**src/rtl/mips_loader_pkg.sv**
```systemverilog
// Shared types and constants for the MIPS32 program loader.
// Checksum support is enabled by defining LOADER_CKSUM_EN.
package mips_loader_pkg;

   typedef enum logic [3:0] {
      ST_IDLE    = 4'd0,
      ST_ADDR_HI = 4'd1,
      ST_ADDR_LO = 4'd2,
      ST_CNT_HI  = 4'd3,
      ST_CNT_LO  = 4'd4,
      ST_DATA    = 4'd5,
      ST_CHECK   = 4'd6,
      ST_START   = 4'd7,
      ST_RUN     = 4'd8,
      ST_ERR     = 4'd9
   } state_t;

   localparam logic [7:0] SYNC_DEFAULT = 8'hA5;

   // Byte offsets of the frame header fields, counted from the sync byte
   localparam int unsigned HDR_OFF_SYNC    = 32'd0;
   localparam int unsigned HDR_OFF_ADDR_HI = 32'd1;
   localparam int unsigned HDR_OFF_ADDR_LO = 32'd2;
   localparam int unsigned HDR_OFF_CNT_HI  = 32'd3;
   localparam int unsigned HDR_OFF_CNT_LO  = 32'd4;
   localparam int unsigned HDR_LEN         = 32'd5;

   // Largest legal word count: one full pass over the address space
   function automatic logic [16:0] cnt_limit(input int unsigned aw);
      cnt_limit = 17'd1 << aw;
   endfunction

   function automatic logic [7:0] xor_acc(input logic [7:0] acc, input logic [7:0] b);
      xor_acc = acc ^ b;
   endfunction

endpackage

```
**src/rtl/mips_word_assembler.sv**
```systemverilog
// Big-endian byte-to-word assembler with optional running XOR checksum.
// The checksum accumulator exists only when LOADER_CKSUM_EN is defined.
module mips_word_assembler
   import mips_loader_pkg::*;
(
   input  logic        clk1,
   input  logic        rst_n,
   input  logic        clr,
   input  logic        byte_valid,
   input  logic [7:0]  byte_data,
   output logic        word_valid,
   output logic [31:0] word
`ifdef LOADER_CKSUM_EN
   ,
   output logic [7:0]  cksum
`endif
);

   logic [1:0]  byte_cnt_r;
   logic [23:0] shift_r;

   // Word completes combinationally with its 4th byte; the caller registers it
   assign word_valid = byte_valid && (byte_cnt_r == 2'd3);
   assign word       = {shift_r, byte_data};

   // Shift register and byte counter, restarted at each frame
   always_ff @(posedge clk1) begin
      if (!rst_n) begin
         byte_cnt_r <= 2'd0;
         shift_r    <= 24'd0;
      end else if (clr) begin
         byte_cnt_r <= 2'd0;
         shift_r    <= 24'd0;
      end else if (byte_valid) begin
         byte_cnt_r <= byte_cnt_r + 2'd1;
         shift_r    <= word[23:0];
      end
   end

`ifdef LOADER_CKSUM_EN
   logic [7:0] cksum_r;

   assign cksum = cksum_r;

   // Running XOR over data bytes only
   always_ff @(posedge clk1) begin
      if (!rst_n) begin
         cksum_r <= 8'd0;
      end else if (clr) begin
         cksum_r <= 8'd0;
      end else if (byte_valid) begin
         cksum_r <= xor_acc(cksum_r, byte_data);
      end
   end
`endif

endmodule

```
**src/rtl/mips_prog_loader.sv**
```systemverilog
// Framed byte-stream program loader: writes core memory, then starts/monitors the core.
// Defining LOADER_CKSUM_EN adds a trailing XOR checksum byte to every frame.
module mips_prog_loader
   import mips_loader_pkg::*;
#(
   parameter int         ADDR_W    = 10,
   parameter logic [7:0] SYNC_BYTE = SYNC_DEFAULT
)
(
   input  logic              clk1,
   input  logic              rst_n,
   input  logic              in_valid,
   input  logic [7:0]        in_data,
   output logic              in_ready,
   output logic              mem_we,
   output logic [ADDR_W-1:0] mem_addr,
   output logic [31:0]       mem_wdata,
   output logic              core_hold,
   output logic              core_start,
   input  logic              core_halted,
   output logic              load_done,
   output logic              load_err,
   output logic [15:0]       word_cnt
);

   localparam logic [ADDR_W-1:0] IDX_ONE = ADDR_W'(1);

   state_t              state_r;
   logic [7:0]          addr_hi_r;
   logic [7:0]          cnt_hi_r;
   logic [15:0]         base_r;
   logic [15:0]         cnt_r;
   logic [ADDR_W-1:0]   idx_r;
   logic                run_first_r;

   logic                in_ready_r;
   logic                mem_we_r;
   logic [ADDR_W-1:0]   mem_addr_r;
   logic [31:0]         mem_wdata_r;
   logic                core_hold_r;
   logic                core_start_r;
   logic                load_done_r;
   logic                load_err_r;
   logic [15:0]         word_cnt_r;

   logic                accept_s;
   logic                is_sync_s;
   logic                frame_clr_s;
   logic                byte_valid_s;
   logic                word_valid_s;
   logic [31:0]         word_s;
   logic [15:0]         cnt_full_s;
   logic                last_word_s;
`ifdef LOADER_CKSUM_EN
   logic [7:0]          cksum_s;
`endif

   assign accept_s     = in_valid && in_ready_r;
   assign is_sync_s    = (in_data == SYNC_BYTE);
   assign frame_clr_s  = accept_s && is_sync_s && ((state_r == ST_IDLE) || (state_r == ST_ERR));
   assign byte_valid_s = accept_s && (state_r == ST_DATA);
   assign cnt_full_s   = {cnt_hi_r, in_data};
   assign last_word_s  = ((word_cnt_r + 16'd1) == cnt_r);

   mips_word_assembler u_asm (
      .clk1       (clk1),
      .rst_n      (rst_n),
      .clr        (frame_clr_s),
      .byte_valid (byte_valid_s),
      .byte_data  (in_data),
      .word_valid (word_valid_s),
      .word       (word_s)
`ifdef LOADER_CKSUM_EN
      ,
      .cksum      (cksum_s)
`endif
   );

   assign in_ready   = in_ready_r;
   assign mem_we     = mem_we_r;
   assign mem_addr   = mem_addr_r;
   assign mem_wdata  = mem_wdata_r;
   assign core_hold  = core_hold_r;
   assign core_start = core_start_r;
   assign load_done  = load_done_r;
   assign load_err   = load_err_r;
   assign word_cnt   = word_cnt_r;

   // Loader FSM with all outputs registered
   always_ff @(posedge clk1) begin
      if (!rst_n) begin
         state_r      <= ST_IDLE;
         addr_hi_r    <= 8'd0;
         cnt_hi_r     <= 8'd0;
         base_r       <= 16'd0;
         cnt_r        <= 16'd0;
         idx_r        <= '0;
         run_first_r  <= 1'b0;
         in_ready_r   <= 1'b1;
         mem_we_r     <= 1'b0;
         mem_addr_r   <= '0;
         mem_wdata_r  <= 32'd0;
         core_hold_r  <= 1'b1;
         core_start_r <= 1'b0;
         load_done_r  <= 1'b0;
         load_err_r   <= 1'b0;
         word_cnt_r   <= 16'd0;
      end else begin
         mem_we_r     <= 1'b0;
         core_start_r <= 1'b0;
         case (state_r)
            ST_IDLE, ST_ERR: begin
               if (frame_clr_s) begin
                  state_r     <= ST_ADDR_HI;
                  load_done_r <= 1'b0;
                  load_err_r  <= 1'b0;
                  word_cnt_r  <= 16'd0;
               end
            end
            ST_ADDR_HI: begin
               if (accept_s) begin
                  addr_hi_r <= in_data;
                  state_r   <= ST_ADDR_LO;
               end
            end
            ST_ADDR_LO: begin
               if (accept_s) begin
                  base_r  <= {addr_hi_r, in_data};
                  idx_r   <= '0;
                  state_r <= ST_CNT_HI;
               end
            end
            ST_CNT_HI: begin
               if (accept_s) begin
                  cnt_hi_r <= in_data;
                  state_r  <= ST_CNT_LO;
               end
            end
            ST_CNT_LO: begin
               if (accept_s) begin
                  cnt_r <= cnt_full_s;
                  if ((cnt_full_s == 16'd0) || ({1'b0, cnt_full_s} > cnt_limit(ADDR_W))) begin
                     state_r    <= ST_ERR;
                     load_err_r <= 1'b1;
                  end else begin
                     state_r <= ST_DATA;
                  end
               end
            end
            ST_DATA: begin
               if (word_valid_s) begin
                  mem_we_r    <= 1'b1;
                  mem_addr_r  <= ADDR_W'(base_r + 16'(idx_r));
                  mem_wdata_r <= word_s;
                  idx_r       <= idx_r + IDX_ONE;
                  word_cnt_r  <= word_cnt_r + 16'd1;
                  if (last_word_s) begin
`ifdef LOADER_CKSUM_EN
                     state_r      <= ST_CHECK;
`else
                     state_r      <= ST_START;
                     in_ready_r   <= 1'b0;
                     core_start_r <= 1'b1;
                     core_hold_r  <= 1'b0;
                     load_done_r  <= 1'b1;
`endif
                  end
               end
            end
`ifdef LOADER_CKSUM_EN
            ST_CHECK: begin
               if (accept_s) begin
                  if (in_data == cksum_s) begin
                     state_r      <= ST_START;
                     in_ready_r   <= 1'b0;
                     core_start_r <= 1'b1;
                     core_hold_r  <= 1'b0;
                     load_done_r  <= 1'b1;
                  end else begin
                     state_r    <= ST_ERR;
                     load_err_r <= 1'b1;
                  end
               end
            end
`endif
            ST_START: begin
               state_r     <= ST_RUN;
               run_first_r <= 1'b1;
            end
            // First RUN cycle ignores a HALTED flag left over from the previous program
            ST_RUN: begin
               run_first_r <= 1'b0;
               if (!run_first_r && core_halted) begin
                  core_hold_r <= 1'b1;
                  in_ready_r  <= 1'b1;
                  state_r     <= ST_IDLE;
               end
            end
            default: begin
               state_r     <= ST_IDLE;
               core_hold_r <= 1'b1;
               in_ready_r  <= 1'b1;
            end
         endcase
      end
   end

endmodule

```
**config.mk**
```make
export PLATFORM = sky130hd
export DESIGN_NAME = mips_prog_loader
export DESIGN_NICKNAME = d
export VERILOG_FILES = /design/src/rtl/mips_loader_pkg.sv /design/src/rtl/mips_word_assembler.sv /design/src/rtl/mips_prog_loader.sv
export SDC_FILE = /design/constraint.sdc
export NUM_CORES = 1
export LEC_CHECK = 0
export CAP_MARGIN = 20
export CELL_PAD_IN_SITES_DETAIL_PLACEMENT = 2
export CELL_PAD_IN_SITES_GLOBAL_PLACEMENT = 2
export CORE_MARGIN = 10
export CORE_UTILIZATION = 27
export DETAILED_ROUTE_END_ITERATION = 6
export GPL_TIMING_DRIVEN = 1
export HOLD_SLACK_MARGIN = 0.12
export PLACE_DENSITY = 0.7
export REMOVE_ABC_BUFFERS = 1
export SETUP_SLACK_MARGIN = 0.02
export SYNTH_ARGS = -nofsm -noshare
export SYNTH_HDL_FRONTEND = slang
export SYNTH_HIERARCHICAL = 1
export SYNTH_SLANG_ARGS = --single-unit
```
**constraint.sdc**
```tcl
create_clock -name clk1 -period 8.4 [get_ports clk1]
set_input_delay 2.52 -clock clk1 [delete_from_list [all_inputs] [get_ports clk1]]
set_output_delay 2.52 -clock clk1 [all_outputs]
set_load 0.02 [all_outputs]
```
; ---- Word-level counts from Yosys, hierarchy flattened
; Cells that the tools add are included.
[totals]
regBits = 140
inputBits = 12
wordCells = 105
out_inout_bits = 64
[classes]
n_bitwise = 2
n_mux = 30
n_lt_le_gt_ge = 1
add_sub_neg = 4
reduce_logical = 31
n_eq_ne = 20
[op_table]
columns = cell, n
row1 = 4-bit two-way mux, 9
row2 = 16-bit two-way mux, 2
row3 = 16-bit case mux with 2 select lines, 1
row4 = 4-bit case mux with 8 select lines, 1
row5 = 10-bit two-way mux, 2
row6 = 10-bit case mux with 2 select lines, 1
row7 = "16-bit by 1-bit adder with 16-bit output, second input constant", 1
row8 = 16-bit equality test, 1
row9 = "16-bit by 11-bit greater-than comparator with 1-bit output, second input constant", 1
row10 = 16-bit logical NOT, 1
row11 = "2-bit inequality test, second input constant", 8
row12 = "4-bit by 3-bit equality test with 1-bit output, second input constant", 3
row13 = 2-bit AND reduction, 6
row14 = 4-bit AND reduction, 3
row15 = "10-bit by 1-bit adder with 10-bit output, second input constant", 1
row16 = 10-bit adder, 1
row17 = 1-bit two-way mux, 10
row18 = 3-bit AND reduction, 3
row19 = "4-bit by 2-bit equality test with 1-bit output, second input constant", 2
row20 = "4-bit equality test, second input constant", 2
row21 = "8-bit equality test, second input constant", 1
row22 = 8-bit AND reduction, 1
row23 = 2-bit nonzero test, 4
row24 = 7-bit OR reduction, 1
row25 = other kinds (12), 22

; ---- Longest topological paths before layout
[logic_depth]
word_depth = 5
ltp_mapped = 13

; ---- Modules after synthesis
; Netlist, hierarchy kept.
[by_module_without_submodules]
columns = module, instances, cells_each, seq_area_each_um2, area_each_um2
row1 = mips_prog_loader, 1, 719, 2282.2, 5860.6
row2 = mips_word_assembler, 1, 95, 520.5, 1047.3

; ---- Worst setup path before layout
; No wires, ideal clock.
[synth_timing]
path_kind = input to register
startpoint = input port in_valid
endpoint = register mem_addr_r[1], in the netlist mem_addr[1]
setup_time_ps = 116
slack_ps = 3939
path_stages = 11
arrival_time_ps = 4345
path_cell_list = nand2_1 nor2b_1 buf_6 buf_12 and2_1 and3_1 clkbuf_1 buf_2 buf_1 nand2_1 o211a_1
[synth_via]
elab_chain_cells = 4
[synth_lines]
columns = item, line_no
row1 = start: declaration, mips_prog_loader.sv:12  ; input logic in_valid,
row2 = 1-bit logical AND, mips_prog_loader.sv:58  ; assign accept_s = in_valid && in_ready_r;
row3 = 1-bit logical AND, mips_prog_loader.sv:61  ; assign byte_valid_s = accept_s && (state_r == ST_DATA);
row4 = named net byte_valid_s, mips_prog_loader.sv:49  ; logic byte_valid_s;
row5 = 1-bit logical AND, mips_word_assembler.sv:23  ; assign word_valid = byte_valid && (byte_cnt_r == 2'd3);
row6 = named net word_valid_s, mips_prog_loader.sv:50  ; logic word_valid_s;
row7 = 2-bit AND reduction (no source line), -
row8 = end signal: assignment, mips_prog_loader.sv:153  ; mem_addr_r <= ADDR_W'(base_r + 16'(idx_r));
row9 = end: declaration, mips_prog_loader.sv:38  ; logic [ADDR_W-1:0] mem_addr_r;
; The timed path passes the listed nets, and every way through them passes these cells.
; A chain may end at the register's enable or synchronous reset.

; ---- Worst setup path after layout
[layout_timing]
startpoint = input port in_valid
endpoint = register idx_r[9]
[layout_via]
elab_chain_cells = 5
[layout_lines]
columns = item, line_no
row1 = 1-bit logical AND, mips_prog_loader.sv:58
row2 = 1-bit logical AND, mips_prog_loader.sv:61
row3 = named net byte_valid_s, mips_prog_loader.sv:49
row4 = 1-bit logical AND, mips_word_assembler.sv:23
row5 = named net word_valid_s, mips_prog_loader.sv:50
row6 = 2-bit by 1-bit inequality test with 1-bit output (no source line), -
row7 = 3-bit AND reduction (no source line), -
row8 = end signal: assignment, mips_prog_loader.sv:155  ; idx_r <= idx_r + IDX_ONE;
row9 = end: declaration, mips_prog_loader.sv:33  ; logic [ADDR_W-1:0] idx_r;
; The timed path passes the listed nets, and every way through them passes these cells.

==> results_dict.tcl <==
set metrics [dict create \
    run_status "complete, no violations" \
    endpoint_kind "register" \
    floorplan.die.width_um 180.0 \
    synth_warnings 6 \
    grt_first_pass_wirelength_um 34040 \
    final_period_utilization_pct 67.00 \
    timing.critical_path.slowest_cell_delay_ns 0.83 \
    share_seq_of_total_power_pct 43.3 \
    io_buffer_count 75 \
    postRouteAntennaNets 0 \
    dr_wl_met3_um 707 \
    clk_latency_ns 0.43 \
    gp_routability_congestion 0.7487 \
    syn-instance-count 814 \
    dominantRegCellSynth "dfxtp_1" \
    insertedDiodeCount 0 \
    clockBufferDepth 2 \
    final-instance-count-excl-fill 1198 \
    routed_wirelength_um 20590 \
    area_growth_syn_to_layout_pct 21.25 \
    placedCellCount 1166 \
    globalRouteTotalUtil_pct 12.73 \
    top_area_cell_type_share_of_the_netlist_area_pct 40.57 \
    ys_seq_area_share_pct 40.57 \
    maxCapViolCount 0 \
    die_h_um 180.0 \
    top_layer "met4" \
    fmax_mhz 177.7 \
    floorplan.core_area_um2 25180 \
    wirelength_met1_um 9881 \
    clock_power_share_pct 52.5 \
    synth_top_cell_by_area "dfxtp_1" \
    cts_post_setup_buffers_inserted 0 \
    finish.net_count 880 \
    cts.sinks 140 \
    layout.core_utilization_pct 33.26 \
    synth_edf_count 0 \
    rsz0062_at_grt "false" \
    drive_above_1_share_pct 7.604 \
    core.rowCount 58 \
    num_io_pins 76 \
    crit_top_cell "nand2_1" \
    antenna_violations_before_repair 0 \
    worst_slew_margin_rel_pct 34.32 \
    setup.worst_path.class "in -> reg" \
    synth_area_um2 6908 \
    route.vias.total 5762 \
    setup_total_negative_slack_ns 0 \
    clock-root-buffer "clkbuf_16" \
    crit_fanout 70 \
    cts_tree "built" \
    overflow 0 \
    initial_standard_cell_utilization_of_the_core_pct 27.43 \
    vias_in_the_first_global_route 6311 \
    combinationalPowerShare_pct 4.3 \
    number_of_h_tree_branching_levels 4 \
    detailedRoute.firstIterationViolations 269 \
    asyncSetResetFlopFracSynth_pct 0 \
    count_of_cell_types_in_the_netlist 69 \
    numCtsBuffers 17 \
    postSynthAreaPerCell_um2 8.486 \
    post-route-min-period_ns 5.628 \
    synth_seq_cells 140 \
    fill_cells 2783 \
    yosys-top-cells-area "dfxtp_1 41%, nand2_1 9.3%, a21boi_0 7.2%, mux2i_1 5.2%, nor2_1 2.9%" \
    final_cell_area_um2 8376 \
    route.detailed.drc 0 \
    p_leak_nw 2.787 \
    drt-vias-per-instance 4.810 \
    cts_hold_buffers 0 \
    skew_ns 0.01181 \
    cp_data_arrival_time_ns 5.98 \
    finalHoldViolations 0 \
    power_density_nw_per_um2 186.5 \
    place_hpwl_um 13930 \
    critical_path_launch_point_type "primary input" \
    cts_repair_resize_count 0 \
    crit_chain "clkdlybuf4s50_1 -> nand2_1 -> nor2b_4 -> and2_1 -> nand2_2 -> buf_4 -> nand2_1 -> nand4_1 -> or3_1 -> a21oi_1" \
    count_of_final_max_slew_check_failures 0 \
    path_class_of_the_lowest_slack_min_delay_path "reg -> reg" \
    vdd.ir_drop.worst_mv 0.08535 \
    cp_data_required_time_ns 8.75 \
    cellInternalPower_mw 1.172 \
    worst_pin_slew_ns 0.9831 \
    switching_share_pct 24.98 \
    drt-wirelength-per-cell_um 17.19 \
    placement.cell_area_um2 7746 \
    crit_slowest_cell "nor2b_4" \
    clk_pin_slew_ns 0.07 \
    dieArea_um2 32380 \
    met2WireLength_um 9835 \
    first_pass_iters 4 \
    net_switching_power_mw 0.3903 \
    pin_count_of_the_biggest_net_entering_global_routing 71 \
    timing.final.setup_violations 0 \
]
==> cells in the final DEF (no fill, tap or decap), types with 6 or more instances in the layout <==
cell type / synthesis / layout
nand4_1: 9 / 9
buf_4: 14 / 7
nor2_1: 53 / 53
clkdlybuf4s50_1: 0 / 74
inv_1: 17 / 17
nor3_1: 14 / 14
or3_1: 6 / 6
nand2_1: 172 / 171
xnor2_1: 18 / 18
nand3_1: 12 / 12
and3_1: 7 / 6
xor2_1: 16 / 16
mux2i_1: 36 / 36
a21boi_0: 66 / 66
a21oi_1: 26 / 26
inv_6: 0 / 8
ha_1: 12 / 12
dfxtp_1: 140 / 140
clkbuf_16: 0 / 17
nand2b_1: 6 / 6
o21ai_0: 32 / 32
nor2b_1: 26 / 25
and2_1: 10 / 10
==> cells by family after synthesis <==
family / count (synthesis) / share of synthesized area [%]
multiplexers: 36 / 5.217
adder cells (fa/ha/maj): 13 / 2.463
XOR/XNOR: 34 / 4.311
buffers and inverters: 77 / 6.575
flip-flops: 140 / 40.57
AO/OA/AOI/OAI: 162 / 16.01
AND/OR/NAND/NOR: 352 / 24.85
==> stage by stage <==
stage | total power [mW] | hold WS [ns] | worst slack (ns)
finish | 1.562 | 0.4582 | 2.772
floorplan | 0.7244 | 0.4402 | 1.629
detailed placement | 0.7580 | 0.4589 | 2.325
CTS | 1.580 | 0.4661 | 2.734
global route | 1.615 | 0.4819 | 2.477
global placement | 0.7577 | 0.4446 | 2.411
==> layer usage <==
metal,track usage (%),vias up
li1,-,2851
met2,21.86,55
met3,3.333,11
met1,15.46,2845
met5,0,-
met4,3.076,0
==> power groups by stage <==
stage          registers, mW  clock network [mW]  logic, mW
3_3_place_gp           0.691                   0     0.0669
2_1_floorplan          0.687                   0     0.0370
3_5_place_dp           0.691                   0     0.0672
4_1_cts                0.676               0.836     0.0678
5_1_grt                0.677               0.865     0.0730
6_report               0.676               0.820     0.0664
==> synth_stat cells, types with 7 or more instances <==
master      n
nor2_1     53
and3_1      7
dfxtp_1   140
xor2_1     16
nand2_1   172
nor3_1     14
mux2i_1    36
nor2b_1    26
a21oi_1    26
ha_1       12
inv_1      17
clkbuf_1   27
nand3_1    12
o21ai_0    32
xnor2_1    18
nand4_1     9
a21boi_0   66
buf_4      14
and2_1     10
==> layout make-up <==
class	count	area [um2]	area share, %
multi-input cells	597	3669	43.80
flip-flops and latches	140	2803	33.46
repair buffers	82	798.3	9.531
clock buffers	17	425.4	5.079
well taps	330	412.9	4.930
clock inverters	15	203.9	2.435
inverters	17	63.81	0.7619
==> sequential cells by signal, summed over array words and instances, names as in the netlist, 8 cells and up <==
| register | cells |
|---|---|
| cnt_hi_r | 8 |
| word_cnt | 16 |
| u_asm/shift_r | 24 |
| mem_addr | 10 |
| mem_wdata | 32 |
| idx_r | 10 |
| base_r | 10 |
| cnt_r | 16 |
==> worst max-delay path, delay by kind of cell <==
family / cells / cell delay, ns
AOI/OAI and AO/OA: 1 / 0.14
buffers and inverters: 2 / 0.88
and+or+nand+nor: 7 / 2.42
==> worst paths after layout <==
path                   start   endpoint  slack [ns]  cells past startpoint
setup reg to reg  state_r[0]   idx_r[9]        4.19                     10
hold / removal     load_done  load_done        0.46                      2
hold reg to reg    load_done  load_done        0.46                      2
setup / recovery    in_valid   idx_r[9]        2.77                     10
No activity file was read; power rests on OpenSTA's default activity.
